<file path="config.mk">
export PLATFORM = sky130hd
export DESIGN_NAME = bin_window_3x3_gen_flat
export DESIGN_NICKNAME = d
export VERILOG_FILES = /design/src/rtl/bin_window_3x3_gen_if.sv /design/src/rtl/bin_window_3x3_gen.sv /design/src/flat_wrapper.sv
export SDC_FILE = /design/constraint.sdc
export NUM_CORES = 1
export LEC_CHECK = 0
export ABC_AREA = 1
export CORE_MARGIN = 4
export CORE_UTILIZATION = 45
export CTS_CLUSTER_DIAMETER = 200
export DETAILED_ROUTE_END_ITERATION = 6
export PLACE_DENSITY = 0.69
export SYNTH_ARGS = -nofsm -noshare
export SYNTH_HDL_FRONTEND = slang
export SYNTH_SLANG_ARGS = --single-unit
</file>
<file path="constraint.sdc">
create_clock -name clk -period 1.4 [get_ports clk]
set_input_delay 0.14 -clock clk [delete_from_list [all_inputs] [get_ports clk]]
set_output_delay 0.14 -clock clk [all_outputs]
set_load 0.01 [all_outputs]
</file>
<file path="src/rtl/bin_window_3x3_gen_if.sv">
// Stream/result bundle between a binary pixel source and bin_window_3x3_gen.
// The master drives pixels and weights; the slave (the window generator) returns patches and status.
interface bin_window_3x3_gen_if;
    logic       pix_valid;
    logic       pix_bit;
    logic       weight_load;
    logic [8:0] weight_in;
    logic [8:0] patch_bits;
    logic [8:0] weight_bits;
    logic       valid_out;
    logic       frame_done;
    logic       busy;

    modport master (
        output pix_valid, pix_bit, weight_load, weight_in,
        input  patch_bits, weight_bits, valid_out, frame_done, busy
    );

    modport slave (
        input  pix_valid, pix_bit, weight_load, weight_in,
        output patch_bits, weight_bits, valid_out, frame_done, busy
    );
endinterface

</file>
<file path="src/rtl/bin_window_3x3_gen.sv">
// Buffers two rows of a raster binary stream and emits every valid 3x3 patch with the held kernel.
// Define WIN_COORD_EN to add win_row/win_col outputs giving each patch's top-left coordinate.
module bin_window_3x3_gen #(
    parameter int IMG_WIDTH  = 8,
    parameter int IMG_HEIGHT = 8,
    parameter int COL_W      = $clog2(IMG_WIDTH),
    parameter int ROW_W      = $clog2(IMG_HEIGHT)
) (
    input  logic                  clk,
    input  logic                  reset,
    bin_window_3x3_gen_if.slave   bus
`ifdef WIN_COORD_EN
    ,
    output logic [ROW_W-1:0]      win_row,
    output logic [COL_W-1:0]      win_col
`endif
);

    typedef enum logic {IDLE, STREAM} state_e;

    state_e               state_q, state_d;
    logic [ROW_W-1:0]     row_q, row_d;
    logic [COL_W-1:0]     col_q, col_d;
    logic [IMG_WIDTH-1:0] rowPrev_q;
    logic [IMG_WIDTH-1:0] rowPrev2_q;
    logic [8:0]           win_q, win_d;
    logic [8:0]           patch_q;
    logic [8:0]           weight_q;
    logic                 valid_q;
    logic                 done_q;
    logic                 accept;
    logic                 lastCol;
    logic                 lastRow;
    logic                 lastPix;
    logic                 winValid;

    // The window shifts left one column per pixel; the new right column is {row r-2, row r-1, pixel}.
    always_comb begin
        accept   = bus.pix_valid;
        lastCol  = (col_q == COL_W'(IMG_WIDTH - 1));
        lastRow  = (row_q == ROW_W'(IMG_HEIGHT - 1));
        lastPix  = accept && lastCol && lastRow;
        winValid = accept && (row_q >= ROW_W'(2)) && (col_q >= COL_W'(2));
        win_d    = {win_q[7:6], rowPrev2_q[col_q],
                    win_q[4:3], rowPrev_q[col_q],
                    win_q[1:0], bus.pix_bit};
        state_d  = state_q;
        row_d    = row_q;
        col_d    = col_q;
        if (accept) begin
            if (lastCol) begin
                col_d = '0;
                row_d = lastRow ? '0 : row_q + 1'b1;
            end else begin
                col_d = col_q + 1'b1;
            end
        end
        case (state_q)
            IDLE:    if (accept)  state_d = STREAM;
            STREAM:  if (lastPix) state_d = IDLE;
            default: state_d = IDLE;
        endcase
    end

    always_ff @(posedge clk) begin
        if (reset) begin
            state_q  <= IDLE;
            row_q    <= '0;
            col_q    <= '0;
            patch_q  <= '0;
            weight_q <= '0;
            valid_q  <= 1'b0;
            done_q   <= 1'b0;
        end else begin
            state_q <= state_d;
            row_q   <= row_d;
            col_q   <= col_d;
            valid_q <= winValid;
            done_q  <= lastPix;
            if (winValid) begin
                patch_q <= win_d;
            end
            if (bus.weight_load && (state_q == IDLE)) begin
                weight_q <= bus.weight_in;
            end
        end
    end

    // Line buffers and window carry no reset: nothing reaches the outputs until two fresh rows exist.
    always_ff @(posedge clk) begin
        if (accept) begin
            win_q             <= win_d;
            rowPrev_q[col_q]  <= bus.pix_bit;
            rowPrev2_q[col_q] <= rowPrev_q[col_q];
        end
    end

`ifdef WIN_COORD_EN
    logic [ROW_W-1:0] winRow_q;
    logic [COL_W-1:0] winCol_q;

    always_ff @(posedge clk) begin
        if (reset) begin
            winRow_q <= '0;
            winCol_q <= '0;
        end else if (winValid) begin
            winRow_q <= row_q - ROW_W'(2);
            winCol_q <= col_q - COL_W'(2);
        end
    end

    assign win_row = winRow_q;
    assign win_col = winCol_q;
`endif

    assign bus.patch_bits  = patch_q;
    assign bus.weight_bits = weight_q;
    assign bus.valid_out   = valid_q;
    assign bus.frame_done  = done_q;
    assign bus.busy        = (state_q == STREAM);

endmodule

</file>
<file path="src/flat_wrapper.sv">
// flat-port wrapper written by rule: the top's interface ports become plain ports
module bin_window_3x3_gen_flat 
#(
    parameter int IMG_WIDTH  = 8,
    parameter int IMG_HEIGHT = 8,
    parameter int COL_W      = $clog2(IMG_WIDTH),
    parameter int ROW_W      = $clog2(IMG_HEIGHT)
)
  (clk, reset, bus_pix_valid, bus_pix_bit, bus_weight_load, bus_weight_in, bus_patch_bits, bus_weight_bits, bus_valid_out, bus_frame_done, bus_busy);
  bin_window_3x3_gen_if bus_i ();
  input  logic clk;
  input  logic reset;
  input wire logic [$bits(bus_i.pix_valid)-1:0] bus_pix_valid;
  input wire logic [$bits(bus_i.pix_bit)-1:0] bus_pix_bit;
  input wire logic [$bits(bus_i.weight_load)-1:0] bus_weight_load;
  input wire logic [$bits(bus_i.weight_in)-1:0] bus_weight_in;
  output wire logic [$bits(bus_i.patch_bits)-1:0] bus_patch_bits;
  output wire logic [$bits(bus_i.weight_bits)-1:0] bus_weight_bits;
  output wire logic [$bits(bus_i.valid_out)-1:0] bus_valid_out;
  output wire logic [$bits(bus_i.frame_done)-1:0] bus_frame_done;
  output wire logic [$bits(bus_i.busy)-1:0] bus_busy;
  assign bus_i.pix_valid = bus_pix_valid;
  assign bus_i.pix_bit = bus_pix_bit;
  assign bus_i.weight_load = bus_weight_load;
  assign bus_i.weight_in = bus_weight_in;
  assign bus_patch_bits = bus_i.patch_bits;
  assign bus_weight_bits = bus_i.weight_bits;
  assign bus_valid_out = bus_i.valid_out;
  assign bus_frame_done = bus_i.frame_done;
  assign bus_busy = bus_i.busy;
  bin_window_3x3_gen #(.IMG_WIDTH(IMG_WIDTH), .IMG_HEIGHT(IMG_HEIGHT), .COL_W(COL_W), .ROW_W(ROW_W)) u_core (.clk(clk), .reset(reset), .bus(bus_i));
endmodule
</file>
* After elaboration in Yosys (flattened, before gate mapping)
Index checks and enable logic that the tools add are counted.
** Storage, ports and cells
- Bits of input ports :: 14
- Logic and storage cells :: 39
- Bits in registers :: 51
- Output and inout port bits :: 21
** Cells by class
- $add $sub $neg :: 2
- Reduce and logical (&&, ||, !) cells :: 7
- $lt $le $gt $ge :: 4
- Multiplexer cells :: 13
- Bitwise logic cells :: 1
- Equal/unequal tests :: 2
** Operators with widths (number)
- $bwmux 8 :: 2
- $add 3x1->3 const B :: 2
- $bmux 1 s3 :: 2
- $eq 3x3->1 const B :: 2
- $ge 3x2->1 const B :: 2
- $logic_and 1x1->1 :: 6
- $mux 3 :: 2
- $mux 1 :: 5
- $lt 3x4->1 const B :: 1
- $demux 1 s3 :: 1
- $ge 3x1->1 const B :: 1
- $pmux 1 s2 :: 1
- $reduce_and 2->1 :: 1
- $not 1->1 :: 1

* Logic depth before layout (Yosys ltp)
Gate-level depths: netlist of run 1.
- Word-level depth :: 5
- Mapped depth :: 13
- Gate-level depth less buffers :: 10

* Worst setup path before layout of run 1
No wires, ideal clock.
- Path type :: register -> register
- Start :: reg u_core.col_q[0]
- End :: reg u_core.patch_q[3], in the netlist u_core.bus.patch_bits[3]
- Data arrival time :: 1.338 ns
- Path buffers :: 3
- Library setup time :: 0.109 ns
- Stages on the path, launching flop included :: 14
- Slack :: -0.047 ns
- Cell sequence :: dfxtp_1 buf_4 inv_2 buf_6 ha_1 inv_2 nand2_2 nand2_2 nor2_4 buf_6 nor2_2 nor2_2 nand2_1 inv_1
** Between the ends
- Longest elaborated chain between the ends :: 2
- Elaborated cells between the ends (all ways) :: 4
** Ends and longest elaborated chain
- start, declared :: line bin_window_3x3_gen.sv:23 : logic [COL_W-1:0] col_q, col_d;
- start signal, assigned :: line bin_window_3x3_gen.sv:77 : col_q <= col_d;
- $bmux 1 s3 / $ge 3x2->1 (equally long branches) :: line bin_window_3x3_gen.sv:45, bin_window_3x3_gen.sv:43
- $mux 1 (implied by the code) / $logic_and 1x1->1 (equally long branches) :: line bin_window_3x3_gen.sv:45, bin_window_3x3_gen.sv:43
- end signal, assigned :: line bin_window_3x3_gen.sv:81 : patch_q <= win_d;
- end, declared :: line bin_window_3x3_gen.sv:27 : logic [8:0] patch_q;
Parallel ways exist; a longest one is shown, timed or not. The select of a mux whose other input is x is not followed.
A chain may end at the register's enable or synchronous reset.

* Final worst setup path of run 1
- Start :: reg u_core.patch_q[6], in the netlist u_core.bus.patch_bits[6]
- End :: out bus_patch_bits[6]
** RTL lines
- end, declared :: line flat_wrapper.sv:17 : output wire logic [$bits(bus_i.patch_bits)-1:0] bus_patch_bits;
No word-level cell between the ends.

==> summary.md, run 1 <==
| Metric | Value |
|---|---|
| Multi-input gate area | `647 sq um` |
| DR WL/cell | `approximately 13 um` |
| Worst r2r src | `u_core.col_q[0]` |
| Worst path required time | `~1.3 ns` |
| Status | `complete, no violations` |
| Vias in the first global route | `1430` |
| Peak VDD IR | `between 0.6 and 0.7 mV` |
| Max-cap viol count | `0` |
| FMAX | `756 MHz` |
| Met2 Wirelength | `2020 um` |
| Sw Share | `23.4%` |
| H-Tree Depth | `2` |
| First-pass GRT wire length | `6770 um` |
| Seq cells post-synth | `49` |
| Die Span Y | `74.0 um` |
| Register area share after synthesis | `61.3%` |
| Min cycle time layout | `1.32 ns` |
| LEAKAGE | `about 1.1 nW` |
| Commonest non-fill, non-tap cells in the layout | `nor2_1, clkdlybuf4s50_1, nand2_1, dfxtp_1, edfxtp_1` |
| Layout Skew | `0.00597 ns` |
| Met1 Wirelength | `1810 um` |
| Number of I/O pins | `35` |
| CP Capture Type | `output port` |
| Fill cells | `between 300 and 400` |
| IO buf count | `34` |
| Placeable core area | `approximately 4100 sq um` |
| Register area | `~1200 sq um` |
| Diodes inserted | `0` |
| CTS Sinks | `slightly below 50` |
| Syn Area/Cell | `9.12 sq um` |
| Hold Crit Start | `bus_weight_in[7]` |
| Final-report max-slew violation count | `0` |
| Largest net degree at the start of global routing | `15` |
| Die area | `5480 sq um` |
| Final core utilization | `63.0%` |
| Initial antenna violation count | `0` |
| DRC viols | `0` |
| Nature of the critical path startpoint | `flop` |
| Post-Syn Instances | `215` |
| Power Internal | `0.00212 W` |
| Sequential share of power | `57.9%` |
| Drt pass-1 iters | `4` |
| Vias post-DR | `between 1500 and 2000` |
| Final setup viols | `0` |
| Fraction of layout cells with a size suffix above 1 | `about 15%` |
| Post-route antenna net violation count | `0` |
| Worst setup path startpoint | `u_core.bus.patch_bits[6]` |
| Setup slack at placement | `-0.0856 ns` |
| Routed met3 length | `165 um` |
| Period utilization | `94.5%` |
| Post-synthesis cell area | `between 1500 and 2000 sq um` |
| Setup ws final | `roughly 0.077 ns` |
| Final Routed Wirelength | `4040 um` |
| Root buffer selected by CTS | `clkbuf_8` |
| RSZ-0062 raised after global routing | `no` |
| Placer Congestion | `0.840` |
| Starting Density | `47.6%` |
| Combinational fraction of design power | `11.7%` |
| Worst-path fanout max | `2` |
| Switching pwr | `0.000648 W` |
| Die X | `74.0 um` |
| Worst-margin pin slew | `0.386 ns` |
| CTS buffer count | `5` |
| Pwr Total | `0.00277 W` |
| Hold-fix buffers at CTS | `0` |
| Crit-path leading delay family | `buffers and inverters` |
| Gr usage total | `16.4%` |
| Clock group share of total power | `30.3%` |
| Total negative slack | `0 ns` |
| DR iter-0 viols | `95` |
| Worst min-delay path class | `input port to flop` |
| Syn_nets | `roughly 230` |
| Rows | `23` |
| Power Density | `1070 nW/um^2` |
| Highest routed layer | `met4` |
| Commonest non-fill, non-tap cell in the layout | `nor2_1` |
| Clock Pin Slew Worst Setup and Hold Paths | `0.08 ns` |
| Worst Setup Path Type | `flop to output port` |
| Via density | `4.76` |
| CTS tree | `done` |
| Final hold viol count | `0` |
| Syn-to-layout area delta | `32.2%` |
| Post-detail-place hpwl | `2850 um` |
| Distinct cells, synth | `23` |
| Layout Nets | `286` |
| Crit path cell chain | `clkdlybuf4s50_1` |
| Crit path max-delay cell type | `clkdlybuf4s50_1` |
| CP max stage delay | `approximately 0.54 ns` |
| CP arrival | `1.18 ns` |
| Slew headroom | `74.2%` |
| Worst Path Buf+Inv | `1` |
| Longest Clk Path Bufs | `2` |
| Grt total ovfl | `0` |
| Clock latency on the worst-skew pair | `0.30 ns` |
| Yosys warnings | `0` |
synthesized netlist by cell type (all sizes together):
master,n,area share (%)
clkbuf,1,0.19
buf,4,1.8
nor3,2,0.51
edfxtp,22,34
a21oi,4,1.0
nor2,57,12
nand2,34,6.8
clkinv,1,0.19
o21ai,20,5.1
dfxtp,27,28
a31oi,1,0.32
or2,1,0.32
inv,26,5.0
ha,5,3.2
a211oi,1,0.38
nand3,9,2.3
worst paths after layout:
kind                            cells after the start  slack, ns                   endpoint
worst max register to register                     11       0.09   u_core.bus.patch_bits[3]
worst min register to register                      0       0.48            u_core.win_q[4]
worst max-delay path                                1       0.08          bus_patch_bits[6]
worst min-delay path                                3       0.42  u_core.bus.weight_bits[7]
power groups by stage:
stage,Combinational [W],Sequential (W),Clock (W)
after global placement,0.000310,0.00163,0
final,0.000325,0.00161,0.000841
after floorplan,0.000147,0.00164,0
after CTS,0.000317,0.00160,0.000862
after detailed placement,0.000314,0.00163,0
after global routing,0.000364,0.00161,0.000934
layer usage:
layer / GRT usage [%] / up-vias
met3: 4.59 / 4
met1: 21.0 / 686
met5: 0 / -
met2: 26.7 / 29
li1: - / 795
met4: 5.84 / 0
state kept, by name, summed over array words and instances (netlist names):
register and cells:
u_core.bus.busy 1, u_core.bus.valid_out 1, u_core.row_q 3, u_core.rowPrev2_q 8, u_core.win_q 6, u_core.col_q 3, u_core.bus.frame_done 1, u_core.bus.weight_bits 9
u_core.rowPrev_q 8, u_core.bus.patch_bits 9
area by class of cell:
class	count	share of cell area (%)
Clock buffer	8	3.48
Multi-Input combinational cell	134	25.0
Tap cell	50	2.41
Inverter	27	4.30
Timing Repair Buffer	50	18.2
Sequential cell	49	46.7
per-stage QoR:
stage | instances | hold WS, ns | area [sq um]
floorplan | 215 | 0.209 | 1980
global placement | 308 | 0.438 | 2460
detailed placement | 308 | 0.447 | 2460
CTS | 316 | 0.413 | 2550
global route | 318 | 0.428 | 2590
finish | 318 | 0.420 | 2590
logic make-up (layout without fill, tap and decap cells):
kind of cell	Yosys count	after routing	share of synthesized area, %
adder cells (fa/ha/maj)	5	5	3.19
AO/OA/AOI/OAI	26	26	6.83
flip-flops	49	49	61.3
AND/OR/NAND/NOR	103	103	21.6
buffers and inverters	32	85	7.15
what timing repair did:
item,CTS,global route
resized for setup,4,10
buffers inserted,0,2
setup endpoints to repair,22,19
pin swaps,0,1
endpoints found under the hold margin,0,0
Power figures use the tool's default switching activity.
==> run 2: changes to the inputs <==
--- a/config.mk
+++ b/config.mk
@@ -10,7 +10,7 @@
 export CORE_UTILIZATION = 45
 export CTS_CLUSTER_DIAMETER = 200
 export DETAILED_ROUTE_END_ITERATION = 6
-export PLACE_DENSITY = 0.69
+export PLACE_DENSITY = 0.66
 export SYNTH_ARGS = -nofsm -noshare
 export SYNTH_HDL_FRONTEND = slang
 export SYNTH_SLANG_ARGS = --single-unit
==> constraint.sdc (replaced) <==
create_clock -name clk -period 1.5 [get_ports clk]
set_input_delay 0.15 -clock clk [delete_from_list [all_inputs] [get_ports clk]]
set_output_delay 0.15 -clock clk [all_outputs]
set_load 0.01 [all_outputs]
==> summary.md, run 2 (synthesized netlist as in run 1, its figures left out) <==
| Metric | Value |
|---|---|
| Vias post-DR | `1462 (was 1514)` |
| Fraction of layout cells with a size suffix above 1 | `12.8% (was 14.9%)` |
| Max-cap viol count | `0 (unchanged)` |
| Post-route antenna net violation count | `0 (unchanged)` |
| Via density | `4.64 (was 4.76)` |
| Layout Nets | `283 (was 286)` |
| Die X | `74.0 um (unchanged)` |
| Die Span Y | `74.0 um (unchanged)` |
| Non-filler cells, final | `315 (was 318)` |
| Placeable core area | `4120 sq um (unchanged)` |
| Min Hold Slack | `0.440 ns (was 0.420 ns)` |
| Worst Setup Path Type | `flop to flop (was flop to output port)` |
| Die area | `5480 sq um (unchanged)` |
| Diodes inserted | `0 (unchanged)` |
| DR iter-0 viols | `114 (was 95)` |
| Number of I/O pins | `35 (unchanged)` |
| DRC viols | `0 (unchanged)` |
| Worst path required time | `1.73 ns (was 1.26 ns)` |
| Final setup viols | `0 (unchanged)` |
| Fill cells | `369 (was 367)` |
| Clock latency on the worst-skew pair | `0.30 ns (about the same)` |
| H-Tree Depth | `2 (unchanged)` |
| Commonest non-fill, non-tap cells in the layout | `nor2_1, clkdlybuf4s50_1, nand2_1, dfxtp_1, edfxtp_1 (unchanged)` |
| Period utilization | `92.1%` |
| First-pass GRT wire length | `6440 um (was 6770 um)` |
| Peak VDD IR | `0.646 mV (was 0.687 mV)` |
| Clock Pin Slew Worst Setup and Hold Paths | `0.09 ns (was 0.08 ns)` |
| Post-placement cell count | `303 (was 308)` |
| Longest Clk Path Bufs | `2 (unchanged)` |
| Drt pass-1 iters | `4 (unchanged)` |
| Final hold viol count | `0 (unchanged)` |
| Worst-path fanout max | `7 (was 2)` |
| Status | `complete, no violations (unchanged)` |
| CP Capture Type | `flop (was output port)` |
| LEAKAGE | `1.09 nW (was 1.12 nW)` |
| Placer Congestion | `0.769 (was 0.840)` |
| CTS tree | `done (unchanged)` |
| Multi-input gate area | `622 sq um (was 647 sq um)` |
| Layout Skew | `0.00877 ns (was 0.00597 ns)` |
| FMAX | `724 MHz` |
| Rows | `23 (unchanged)` |
| Register area | `1200 sq um (was 1210 sq um)` |
| Final Routed Wirelength | `3830 um (was 4040 um)` |
| GR Util met2 | `25.4% (was 26.7%)` |
| Hold-fix buffers at CTS | `0 (unchanged)` |
| DR WL/cell | `12.2 um (was 12.7 um)` |
| Worst min-delay path class | `input port to flop (unchanged)` |
| Post-detail-place hpwl | `2720 um (was 2850 um)` |
| Gr busiest metal | `met2 (unchanged)` |
| CTS Sinks | `49 (unchanged)` |
| Slew headroom | `75.5% (was 74.2%)` |
| M1 GR Usage | `20.0% (was 21.0%)` |
| Grt total ovfl | `0 (unchanged)` |
| Commonest non-fill, non-tap cell in the layout | `nor2_1 (unchanged)` |
| Power Density | `1020 nW/um^2 (was 1070 nW/um^2)` |
| Initial antenna violation count | `0 (unchanged)` |
| Worst-margin pin slew | `0.366 ns (was 0.386 ns)` |
| Vias in the first global route | `1409 (was 1430)` |
| Nature of the critical path startpoint | `flop (unchanged)` |
| CTS buffer count | `5 (unchanged)` |
| Syn-to-layout area delta | `28.7% (was 32.2%)` |
| Final-report max-slew violation count | `0 (unchanged)` |
| Largest net degree at the start of global routing | `22 (was 15)` |
| IO buf count | `34 (unchanged)` |
| Gr usage total | `15.8% (was 16.4%)` |
| Root buffer selected by CTS | `clkbuf_8 (unchanged)` |
| Min cycle time layout | `1.38 ns` |
| Met3 Track Usage GR | `4.46% (was 4.59%)` |
| Starting Density | `47.6% (unchanged)` |
| CP arrival | `1.61 ns (was 1.18 ns)` |
[run 2: final cells by class]
class	count	share of cell area (%)
Clock buffer	8	3.57
Inverter	27	4.22
Multi-Input combinational cell	134	24.7
Sequential cell	49	47.7
Tap cell	50	2.48
Timing Repair Buffer	47	17.4
[run 2: per-stage QoR]
stage | TNS [ns] | area [sq um] | utilization, % | power, W | setup slack (ns)
detailed placement | -0.201 | 2390 | 58.1 | 0.00180 | -0.0238
CTS | 0 | 2480 | 60.3 | 0.00257 | 0.0253
floorplan | 0 | 1960 | - | 0.00166 | 0.0530
global route | -0.00281 | 2520 | 61.3 | 0.00270 | -0.00281
finish | 0 | 2520 | 61.3 | 0.00257 | 0.118
global placement | 0 | 2390 | 58.1 | 0.00180 | 0.00135
[run 2: critical path, cell delays in order (launching register included)]
cell,delay [ns]
dfxtp_2,0.36
inv_4,0.09
ha_1,0.16
inv_2,0.04
nand2_2,0.06
nand2_2,0.06
nor2_4,0.22
buf_4,0.16
o21ai_1,0.05
nor2_1,0.11
[run 2: report_power, final]
part           switching [W]  internal (W)  total, W
Sequential         0.0000311       0.00147   0.00150
Combinational       0.000157      0.000131  0.000288
Clock               0.000405      0.000377  0.000781
[run 2: routing by layer]
layer  routed length, um  vias to the layer above
met3                 146                        4
met4                  70                        0
met2                1880                       23
met5                   0                        -
met1                1730                      653
li1                    -                      782
[run 2: what timing repair did]
action | in CTS | in global routing
buffers inserted | 0 | 4
resized for setup | 0 | 5
endpoints found under the setup margin | 0 | 18
[run 2: path summary, 6_finish.rpt]
kind         cells after the start  slack (ns)             start                         to
max                              9        0.12   u_core.col_q[0]   u_core.bus.patch_bits[5]
min                              3        0.44  bus_weight_in[0]  u_core.bus.weight_bits[0]
max reg2reg                      9        0.12   u_core.col_q[0]   u_core.bus.patch_bits[5]
min reg2reg                      0        0.46   u_core.win_q[6]            u_core.win_q[7]
